===== src/rtl/checksum_accum_pkg.sv =====
// Shared defaults and FSM state type for the checksum accumulator stage.
package checksum_accum_pkg;

  localparam int unsigned DATA_W_DEF     = 12;
  localparam int unsigned CNT_W_DEF      = 8;
  localparam int unsigned FIFO_DEPTH_DEF = 2;

  typedef enum logic {
    ST_IDLE  = 1'b0,
    ST_ACCUM = 1'b1
  } acc_state_e;

endpackage


===== src/rtl/checksum_accum_if.sv =====
// Term input / result output bundle between checksum stage, accumulator and next stage.
interface checksum_accum_if
  import checksum_accum_pkg::*;
#(
  parameter int unsigned DATA_W = DATA_W_DEF,
  parameter int unsigned CNT_W  = CNT_W_DEF
);

  logic              in_data_vld;
  logic [DATA_W-1:0] in_data;
  logic              in_last;
  logic              out_ready;
  logic              out_vld;
  logic [DATA_W-1:0] out_data;
  logic [CNT_W-1:0]  out_terms;
  logic              frame_active;
  logic              ovf_err;

  modport master (
    output in_data_vld, in_data, in_last, out_ready,
    input  out_vld, out_data, out_terms, frame_active, ovf_err
  );

  modport slave (
    input  in_data_vld, in_data, in_last, out_ready,
    output out_vld, out_data, out_terms, frame_active, ovf_err
  );

endinterface


===== src/rtl/checksum_result_fifo.sv =====
// Small synchronous result FIFO; a push into a full FIFO succeeds only if a pop happens on the same edge.
module checksum_result_fifo #(
  parameter int unsigned WIDTH = 20,
  parameter int unsigned DEPTH = 2
) (
  input  logic             clk,
  input  logic             reset_n,
  input  logic             push_i,
  input  logic [WIDTH-1:0] push_data_i,
  input  logic             pop_i,
  output logic             full_o,
  output logic             empty_o,
  output logic [WIDTH-1:0] head_o
);

  localparam int unsigned AW = (DEPTH > 1) ? $clog2(DEPTH) : 1;

  logic [WIDTH-1:0] mem_q [DEPTH];
  logic [AW-1:0]    wr_ptr_q, rd_ptr_q;
  logic [AW:0]      count_q;
  logic             do_push, do_pop;

  assign full_o  = (count_q == (AW+1)'(DEPTH));
  assign empty_o = (count_q == '0);
  assign do_pop  = pop_i & ~empty_o;
  assign do_push = push_i & (~full_o | do_pop);
  assign head_o  = empty_o ? '0 : mem_q[rd_ptr_q];

  always_ff @(posedge clk or negedge reset_n) begin
    if (!reset_n) begin
      for (int i = 0; i < int'(DEPTH); i++) mem_q[i] <= '0;
      wr_ptr_q <= '0;
      rd_ptr_q <= '0;
      count_q  <= '0;
    end else begin
      if (do_push) begin
        mem_q[wr_ptr_q] <= push_data_i;
        wr_ptr_q        <= wr_ptr_q + AW'(1);
      end
      if (do_pop) rd_ptr_q <= rd_ptr_q + AW'(1);
      case ({do_push, do_pop})
        2'b10:   count_q <= count_q + (AW+1)'(1);
        2'b01:   count_q <= count_q - (AW+1)'(1);
        default: count_q <= count_q;
      endcase
    end
  end

endmodule


===== src/rtl/checksum_accum.sv =====
// Folds per-byte checksum terms into one ones-complement sum per frame and queues results.
// Optional: define CHECKSUM_ACCUM_INVERT_EN to push ~sum (transmit-ready checksum).
module checksum_accum
  import checksum_accum_pkg::*;
#(
  parameter int unsigned DATA_W     = DATA_W_DEF,
  parameter int unsigned FIFO_DEPTH = FIFO_DEPTH_DEF,
  parameter int unsigned CNT_W      = CNT_W_DEF
) (
  input  logic             clk,
  input  logic             reset_n,
  checksum_accum_if.slave  bus
);

  localparam int unsigned PW = DATA_W + CNT_W;

  acc_state_e        state_q, state_d;
  logic [DATA_W-1:0] acc_q, acc_d;
  logic [CNT_W-1:0]  cnt_q, cnt_d;
  logic              ovf_q, ovf_d;

  logic [DATA_W:0]   sum;
  logic [DATA_W-1:0] fold;
  logic [CNT_W-1:0]  cnt_inc;
  logic              push;
  logic [DATA_W-1:0] res_val;
  logic [CNT_W-1:0]  res_cnt;
  logic [DATA_W-1:0] push_val;
  logic              pop, fifo_full, fifo_empty;
  logic [PW-1:0]     head;

  // End-around carry; a second carry is impossible for two DATA_W-bit operands.
  assign sum     = {1'b0, acc_q} + {1'b0, bus.in_data};
  assign fold    = sum[DATA_W-1:0] + DATA_W'(sum[DATA_W]);
  assign cnt_inc = (cnt_q == {CNT_W{1'b1}}) ? cnt_q : cnt_q + CNT_W'(1);

`ifdef CHECKSUM_ACCUM_INVERT_EN
  assign push_val = ~res_val;
`else
  assign push_val = res_val;
`endif

  always_ff @(posedge clk or negedge reset_n) begin
    if (!reset_n) begin
      state_q <= ST_IDLE;
      acc_q   <= '0;
      cnt_q   <= '0;
      ovf_q   <= 1'b0;
    end else begin
      state_q <= state_d;
      acc_q   <= acc_d;
      cnt_q   <= cnt_d;
      ovf_q   <= ovf_d;
    end
  end

  always_comb begin
    state_d = state_q;
    acc_d   = acc_q;
    cnt_d   = cnt_q;
    push    = 1'b0;
    res_val = fold;
    res_cnt = cnt_inc;
    case (state_q)
      ST_IDLE: begin
        if (bus.in_data_vld) begin
          if (bus.in_last) begin
            push    = 1'b1;
            res_val = bus.in_data;
            res_cnt = CNT_W'(1);
          end else begin
            state_d = ST_ACCUM;
            acc_d   = bus.in_data;
            cnt_d   = CNT_W'(1);
          end
        end
      end
      ST_ACCUM: begin
        if (bus.in_data_vld) begin
          if (bus.in_last) begin
            state_d = ST_IDLE;
            push    = 1'b1;
            acc_d   = '0;
            cnt_d   = '0;
          end else begin
            acc_d = fold;
            cnt_d = cnt_inc;
          end
        end
      end
      default: state_d = ST_IDLE;
    endcase
    // A full FIFO still accepts the push when the head leaves on the same edge.
    ovf_d = ovf_q | (push & fifo_full & ~pop);
  end

  assign pop = bus.out_ready & ~fifo_empty;

  checksum_result_fifo #(
    .WIDTH (PW),
    .DEPTH (FIFO_DEPTH)
  ) u_fifo (
    .clk         (clk),
    .reset_n     (reset_n),
    .push_i      (push),
    .push_data_i ({push_val, res_cnt}),
    .pop_i       (pop),
    .full_o      (fifo_full),
    .empty_o     (fifo_empty),
    .head_o      (head)
  );

  assign bus.out_vld      = ~fifo_empty;
  assign bus.out_data     = head[PW-1:CNT_W];
  assign bus.out_terms    = head[CNT_W-1:0];
  assign bus.frame_active = (state_q == ST_ACCUM);
  assign bus.ovf_err      = ovf_q;

endmodule


===== src/flat_wrapper.sv =====
// flat-port wrapper written by rule: the top's interface ports become plain ports
module checksum_accum_flat import checksum_accum_pkg::*;
#(
  parameter int unsigned DATA_W     = DATA_W_DEF,
  parameter int unsigned FIFO_DEPTH = FIFO_DEPTH_DEF,
  parameter int unsigned CNT_W      = CNT_W_DEF
)
  (clk, reset_n, bus_in_data_vld, bus_in_data, bus_in_last, bus_out_ready, bus_out_vld, bus_out_data, bus_out_terms, bus_frame_active, bus_ovf_err);
  checksum_accum_if #(.DATA_W(DATA_W), .CNT_W(CNT_W)) bus_i ();
  input  logic clk;
  input  logic reset_n;
  input wire logic [$bits(bus_i.in_data_vld)-1:0] bus_in_data_vld;
  input wire logic [$bits(bus_i.in_data)-1:0] bus_in_data;
  input wire logic [$bits(bus_i.in_last)-1:0] bus_in_last;
  input wire logic [$bits(bus_i.out_ready)-1:0] bus_out_ready;
  output wire logic [$bits(bus_i.out_vld)-1:0] bus_out_vld;
  output wire logic [$bits(bus_i.out_data)-1:0] bus_out_data;
  output wire logic [$bits(bus_i.out_terms)-1:0] bus_out_terms;
  output wire logic [$bits(bus_i.frame_active)-1:0] bus_frame_active;
  output wire logic [$bits(bus_i.ovf_err)-1:0] bus_ovf_err;
  assign bus_i.in_data_vld = bus_in_data_vld;
  assign bus_i.in_data = bus_in_data;
  assign bus_i.in_last = bus_in_last;
  assign bus_i.out_ready = bus_out_ready;
  assign bus_out_vld = bus_i.out_vld;
  assign bus_out_data = bus_i.out_data;
  assign bus_out_terms = bus_i.out_terms;
  assign bus_frame_active = bus_i.frame_active;
  assign bus_ovf_err = bus_i.ovf_err;
  checksum_accum #(.DATA_W(DATA_W), .FIFO_DEPTH(FIFO_DEPTH), .CNT_W(CNT_W)) u_core (.clk(clk), .reset_n(reset_n), .bus(bus_i));
endmodule

===== config.mk =====
export PLATFORM = sky130hd
export DESIGN_NAME = checksum_accum_flat
export DESIGN_NICKNAME = d
export VERILOG_FILES = /design/src/rtl/checksum_accum_pkg.sv /design/src/rtl/checksum_accum_if.sv /design/src/rtl/checksum_result_fifo.sv /design/src/rtl/checksum_accum.sv /design/src/flat_wrapper.sv
export SDC_FILE = /design/constraint.sdc
export NUM_CORES = 1
export LEC_CHECK = 0
export ABC_AREA = 0
export CAP_MARGIN = 20
export CORE_MARGIN = 2
export CORE_UTILIZATION = 40
export CTS_BUF_LIST = sky130_fd_sc_hd__clkbuf_8 sky130_fd_sc_hd__clkbuf_16
export CTS_CLUSTER_DIAMETER = 30
export CTS_CLUSTER_SIZE = 12
export DETAILED_ROUTE_END_ITERATION = 10
export SLEW_MARGIN = 20
export SYNTH_ARGS = -nofsm -noshare
export SYNTH_HDL_FRONTEND = slang
export SYNTH_HIERARCHICAL = 1
export SYNTH_SLANG_ARGS = --single-unit

===== constraint.sdc =====
create_clock -name clk -period 4 [get_ports clk]
set_clock_uncertainty 0.2 [all_clocks]
set_input_delay 0.4 -clock clk [delete_from_list [all_inputs] [get_ports clk]]
set_output_delay 0.4 -clock clk [all_outputs]
set_load 0.02 [all_outputs]

==> flow_summary_export.csv, run 1 <==
group,metric,value,unit
place,dpl_cell_area,5040,um2
routing,vias,3333,
die,dieArea,11600,um2
critical_path,cp-end-kind,"flop",
critical_path,r2r_slack,0.15,ns
critical_path,reg2reg_from,"u_core/acc_q[0]",
global_route,gr-usage-met2,29.9,%
clocking,cts_buffer_depth,2,
timing,setup_slack,0.151,ns
finish,antenna_cells,0,
synthesis,synthTopCellsByArea,"dfrtp_1 38%, mux2_4 14%, mux2i_1 6.1%",
clocking,cts_root_buf,"clkbuf_8",
synthesis,synth_edf_count,0,
timing,hold_viol_final,0,
critical_path,r2r_cells,17,
timing,tns,0,ns
worst_hold_path,worstHoldPathCells,1,
clocking,numCtsBuffers,9,
global_route,grt_pass1_wl,17000,um
global_route,antenna_found_initial,0,
critical_path,crit_fanout,2,
pwr,powerDensity,635,nW/um2
finish,final_cell_mix,"66 x dfrtp_1, 45 x nor2_1, 43 x buf_4, 40 x nand2_1, 40 x mux2_4",
global_route,gr-usage-all-layers,18.7,%
synthesis,seq_area_frac_synth,38.5,%
place,pre_cts_ws,-0.580,ns
synthesis,synth.distinct_cells,55,
worst_hold_path,min_path_type,"flop to flop",
finish,fin_nets,528,
pwr,intPower,2.14,mW
routing,route.antenna.remaining_nets,0,
die,initial_utilization,41.4,%
timing,relSlewSlack,45.7,%
place,io_buffers,39,
pwr,irDropWorstVdd,0.000320,V
routing,drc,0,
worst_hold_path,holdCritStartpoint,"u_core/bus.ovf_err",
finish,layout_commonest_cell,"dfrtp_1",
place,place_congestion,0.863,
run_status,outcome,"completed",
die,pin_count,40,
timing,setup_viol,0,
timing,finalCritPeriodShare,96.2,%
routing,firstDrtPassIters,4,
global_route,use_met3,3.33,%
synthesis,synth.top_cell.area_share,38.5,%
global_route,grt-busiest-layer,"met2",
timing,fmax,260,MHz
synthesis,ys_seq_elements,66,
routing,routed_via_density,5.24,
synthesis,syn_avg_cell_area,10.2,um2
die,die_x,108,um
clocking,clk_latency,0.35,ns
pwr,combPwrFrac,51.2,%
pwr,seqPwrFrac,30.6,%
routing,drt_iter0_markers,158,
finish,design_area,5350,um2
pwr,clock_power_share,18.2,%
critical_path,cp_data_arrival_time,3.88,ns
global_route,grt_overflow,0,
synthesis,synth_area_leader_cell,"dfrtp_1",
place,place_hpwl,7160,um
synthesis,yosysWarnings,6,
worst_hold_path,holdPathEnd,"u_core/bus.ovf_err",
die,dieHeight,108,um
critical_path,startpoint_type,"flop",
clocking,cts_tree,"done",
run,cap_violations,0,
routing,avgRoutedWirePerCell,15.9,um
pwr,power.static_leakage,2.49,nW
pwr,power.net_switching,1.26,mW
die,core_area,10400,um2
timing,worst_pin_slew,0.814,ns
clocking,path_clk_slew,0.08,ns
critical_path,rr_endpoint,"u_core/u_fifo/mem_q[18]",
timing,fin_crit,3.85,ns
die,rows,37,
clocking,cts.sinks,66,
synthesis,synthArstFlopShare,100,%
finish,drive_gt1_share,24.4,%
global_route,met1_usage,25.9,%
synthesis,yosys_most_used_dff,"dfrtp_1",
finish,area_growth,24.6,%
synthesis,synth_nets,454,
critical_path,critPathKind,"flop to flop",
global_route,grt_max_degree,37,
critical_path,crit_required,4.03,ns
timing,holdWs,0.261,ns
timing,slew_viol_final,0,
timing,rsz0062_at_grt,"false",
pwr,p_sw_share,37.1,%
routing,drt-total-wl,10100,um
synthesis,syn_inst,421,
global_route,grt_pass1_vias,3393,
finish,postLayoutCoreUtil,51.6,%
synthesis,syn-cell-area,4290,um2
clocking,htreeDepth,3,
-- routing by layer --
layer,vias up,share of wire [%]
li1,1639,-
met1,1632,48
met2,56,47
met3,6,4.1
met4,0,0.80
met5,-,0
-- synth_stat cells, drive strengths merged (4+ instances only) --
cell type	instances
a21o	6
a21oi	26
and3	7
buf	7
clkbuf	13
dfrtp	66
ha	15
inv	8
mux2	42
mux2i	26
nand2	40
nand2b	4
nand3	16
nor2	46
nor2b	5
nor3	5
o21ai	25
xnor2	17
xor2	9
-- cell type report --
cell class                 count  area [um2]
multi-input combinational    327        2560
fill                         951        5020
inverter                       8        30.0
clock buffer                   9         124
clock inverter                 7        86.3
tap                          136         170
sequential                    66        1650
timing repair buffer          83         721
-- timing repair --
item	4_1_cts	5_1_grt
pin swaps	3	9
resized for setup	5	9
endpoints found under the setup margin	15	18
setup buffers	1	3
hold buffers	1	0
hold endpoints to repair	35	0
-- worst max path at each step --
stage | from | endpoint | slack, ns | cells past startpoint
2_1_floorplan | bus_in_data[0] | u_core/u_fifo/mem_q[38] | 0.06 | 17
3_3_place_gp | bus_in_data[0] | u_core/u_fifo/mem_q[18] | -0.51 | 18
3_5_place_dp | bus_in_data[0] | u_core/u_fifo/mem_q[18] | -0.58 | 18
4_1_cts | bus_in_data[0] | u_core/u_fifo/mem_q[18] | 0.002 | 18
5_1_grt | u_core/acc_q[0] | u_core/u_fifo/mem_q[18] | 0.001 | 17
6_report | u_core/acc_q[0] | u_core/u_fifo/mem_q[18] | 0.15 | 17
-- registers in the layout, indices dropped and copies added, names as in the netlist, named ones only --
register	count
u_core/u_fifo/wr_ptr_q	1
u_core/acc_q	12
u_core/u_fifo/rd_ptr_q	1
u_core/cnt_q	8
u_core/bus.ovf_err	1
u_core/u_fifo/mem_q	40
u_core/u_fifo/count_q	2
-- through the flow --
stage          std cells  power, mW
6_report             636       3.40
5_1_grt              636       3.64
4_1_cts              633       3.39
3_5_place_dp         615       2.75
3_3_place_gp         615       2.73
2_1_floorplan        421       2.17
-- critical path, cell delays in order, from the launching register on --
cell       delay, ns
dfrtp_1         0.42
ha_4            0.18
fa_2            0.41
a211oi_4        0.25
o2111ai_2       0.17
a31o_2          0.28
a21oi_2         0.15
nor2b_1         0.06
o21ai_1         0.13
nand2b_1        0.07
ha_2            0.17
ha_2            0.18
and3_4          0.15
and4bb_1        0.22
nand3_2         0.10
xnor2_2         0.07
mux2_4          0.28
mux2_4          0.25
-- logic make-up (layout without fill, tap and decap cells) --
group,Yosys count,after routing,synth area share [%]
XOR/XNOR,26,26,5.48
buffers and inverters,28,107,3.26
multiplexers,68,68,20.5
flip-flops,66,66,38.5
adder cells (fa/ha/maj),16,16,4.84
AO/OA/AOI/OAI,82,82,12.3
AND/OR/NAND/NOR,135,135,15.2
-- power groups by stage --
stage / combinational [mW] / sequential (mW) / clock, mW
5_1_grt: 1.90 / 1.07 / 0.661
3_3_place_gp: 1.68 / 1.04 / 0
2_1_floorplan: 1.19 / 0.979 / 0
3_5_place_dp: 1.70 / 1.05 / 0
4_1_cts: 1.72 / 1.04 / 0.633
6_report: 1.74 / 1.04 / 0.617
Power figures use the tool's default switching activity.
==> run 2: changes to the inputs <==
- CTS_CLUSTER_DIAMETER: 30 -> unset
==> results of run 2 <==
No change in the layout: final DEF, timing and power equal those of run 1.
==> run 3: changes to the inputs <==
- MAX_ROUTING_LAYER: unset -> met4
- TNS_END_PERCENT: unset -> 1
==> flow_summary_export.csv, run 3 (same netlist as run 1, synthesis figures left out) <==
group,metric,value,unit
routing,vias,3324,
routing,drt_iter0_markers,161,
timing,slew_viol_final,0,
finish,drive_gt1_share,24.4,%
worst_hold_path,holdPathEnd,"u_core/bus.ovf_err",
critical_path,r2r_slack,0.15,ns
finish,design_area,5350,um2
clocking,cts.sinks,66,
global_route,antenna_found_initial,0,
critical_path,cpMaxStageDelayCell,"dfrtp_1",
clocking,cts_buffer_depth,2,
finish,final_cell_mix,"66 x dfrtp_1, 45 x nor2_1, 43 x buf_4, 40 x nand2_1, 40 x mux2_4",
routing,routed_via_density,5.23,
critical_path,crit_chain,"ha_4 -> fa_2 -> a211oi_4 -> o2111ai_2 -> a31o_2 -> a21oi_2 -> nor2b_1 -> o21ai_1 -> nand2b_1 -> ha_2 -> ha_2 -> and3_4 -> and4bb_1 -> nand3_2 -> xnor2_2 -> mux2_4 -> mux2_4",
routing,route.antenna.remaining_nets,0,
finish,largest-register,"u_core/u_fifo/mem_q",
clocking,numCtsBuffers,9,
critical_path,cp-end-kind,"flop",
finish,top_regs,"u_core/u_fifo/mem_q: 40 flops, u_core/acc_q: 12 flops, u_core/cnt_q: 8 flops",
die,dieHeight,108,um
critical_path,cp_data_arrival_time,3.88,ns
timing,fin_crit,3.85,ns
pwr,fin_total_pwr,3.40,mW
critical_path,critPathKind,"flop to flop",
clocking,htreeDepth,3,
critical_path,reg2reg_from,"u_core/acc_q[0]",
critical_path,max_stage_delay,0.41,ns
die,rows,37,
timing,relSlewSlack,45.5,%
routing,drc,0,
worst_hold_path,holdCritStartpoint,"u_core/bus.ovf_err",
die,initial_utilization,41.4,%
finish,layout_commonest_cell,"dfrtp_1",
place,io_buffers,39,
run,cap_violations,0,
timing,hold_viol_final,0,
critical_path,path_buf_inv,0,
timing,setup_viol,0,
critical_path,crit_required,4.03,ns
die,die_x,108,um
routing,avgRoutedWirePerCell,15.8,um
place,place_congestion,0.877,
finish,area_growth,24.6,%
timing,fmax,260,MHz
finish,largest_register_ffs,40,
critical_path,rr_endpoint,"u_core/u_fifo/mem_q[18]",
die,core_area,10400,um2
finish,fin_nets,528,
timing,finalCritPeriodShare,96.2,%
run_status,outcome,"completed",
routing,firstDrtPassIters,4,
clocking,cts_tree,"done",
global_route,grt_max_degree,37,
critical_path,r2r_cells,17,
critical_path,path_delay_family,"compound AO/OA/AOI/OAI gates",
global_route,grt_pass1_wl,17100,um
clocking,clk_latency,0.35,ns
timing,worst_pin_slew,0.818,ns
finish,antenna_cells,0,
worst_hold_path,min_path_type,"flop to flop",
worst_hold_path,worstHoldPathCells,1,
pwr,power.static_leakage,2.49,nW
place,place_hpwl,7160,um
timing,tns,0,ns
timing,rsz0062_at_grt,"false",
clocking,cts_root_buf,"clkbuf_8",
place,dpl_cell_area,5040,um2
clocking,path_clk_slew,0.08,ns
critical_path,startpoint_type,"flop",
global_route,grt_pass1_vias,3389,
global_route,gr-usage-all-layers,19.3,%
pwr,irDropWorstVdd,0.000320,V
critical_path,path_depth,17,
routing,drt-total-wl,10100,um
global_route,grt_overflow,0,
critical_path,crit_fanout,2,
die,pin_count,40,
die,dieArea,11600,um2
pwr,powerDensity,636,nW/um2
[run 3: final cells by class]
class	instances	area [um2]
fillers	951	5020
multi-input cells	327	2560
clock buffers	9	124
well taps	136	170
flip-flops and latches	66	1650
clock inverters	7	86.3
repair buffers	83	721
inverters	8	30.0
[run 3: what timing repair did]
item	in CTS	in global routing
hold endpoints to repair	35	0
pin swaps	3	9
setup buffers	1	3
hold buffers	1	0
endpoints found under the setup margin	15	18
gates resized for setup	5	9
[run 3: worst max-delay path by stage]
stage / from / end
floorplan: bus_in_data[0] / u_core/u_fifo/mem_q[38]
global placement: bus_in_data[0] / u_core/u_fifo/mem_q[18]
detailed placement: bus_in_data[0] / u_core/u_fifo/mem_q[18]
CTS: bus_in_data[0] / u_core/u_fifo/mem_q[18]
global route: u_core/acc_q[0] / u_core/u_fifo/mem_q[18]
finish: u_core/acc_q[0] / u_core/u_fifo/mem_q[18]
[run 3: power by group]
part | total (mW) | internal (mW) | switching [mW]
combinational | 1.74 | 0.919 | 0.823
sequential | 1.04 | 0.873 | 0.167
clock | 0.618 | 0.346 | 0.273
total | 3.40 | 2.14 | 1.26
[run 3: per-stage QoR]
| step | setup slack [ns] | instances | hold slack, ns | utilization [%] |
|---|---|---|---|---|
| 6_report | 0.154 | 636 | 0.261 | 51.6 |
| 5_1_grt | 0.00124 | 636 | 0.288 | 51.6 |
| 4_1_cts | 0.00245 | 633 | 0.266 | 50.9 |
| 3_5_place_dp | -0.580 | 615 | 0.248 | 48.6 |
| 3_3_place_gp | -0.506 | 615 | 0.246 | 48.6 |
| 2_1_floorplan | 0.0627 | 421 | -0.0956 | - |
[run 3: routing by layer]
metal	vias to the layer above	GRT usage (%)	wire (um)
li1	1639	-	-
met1	1616	26.0	4890
met3	11	3.33	392
met4	0	5.86	100
met2	58	29.9	4700
met5	-	-	0
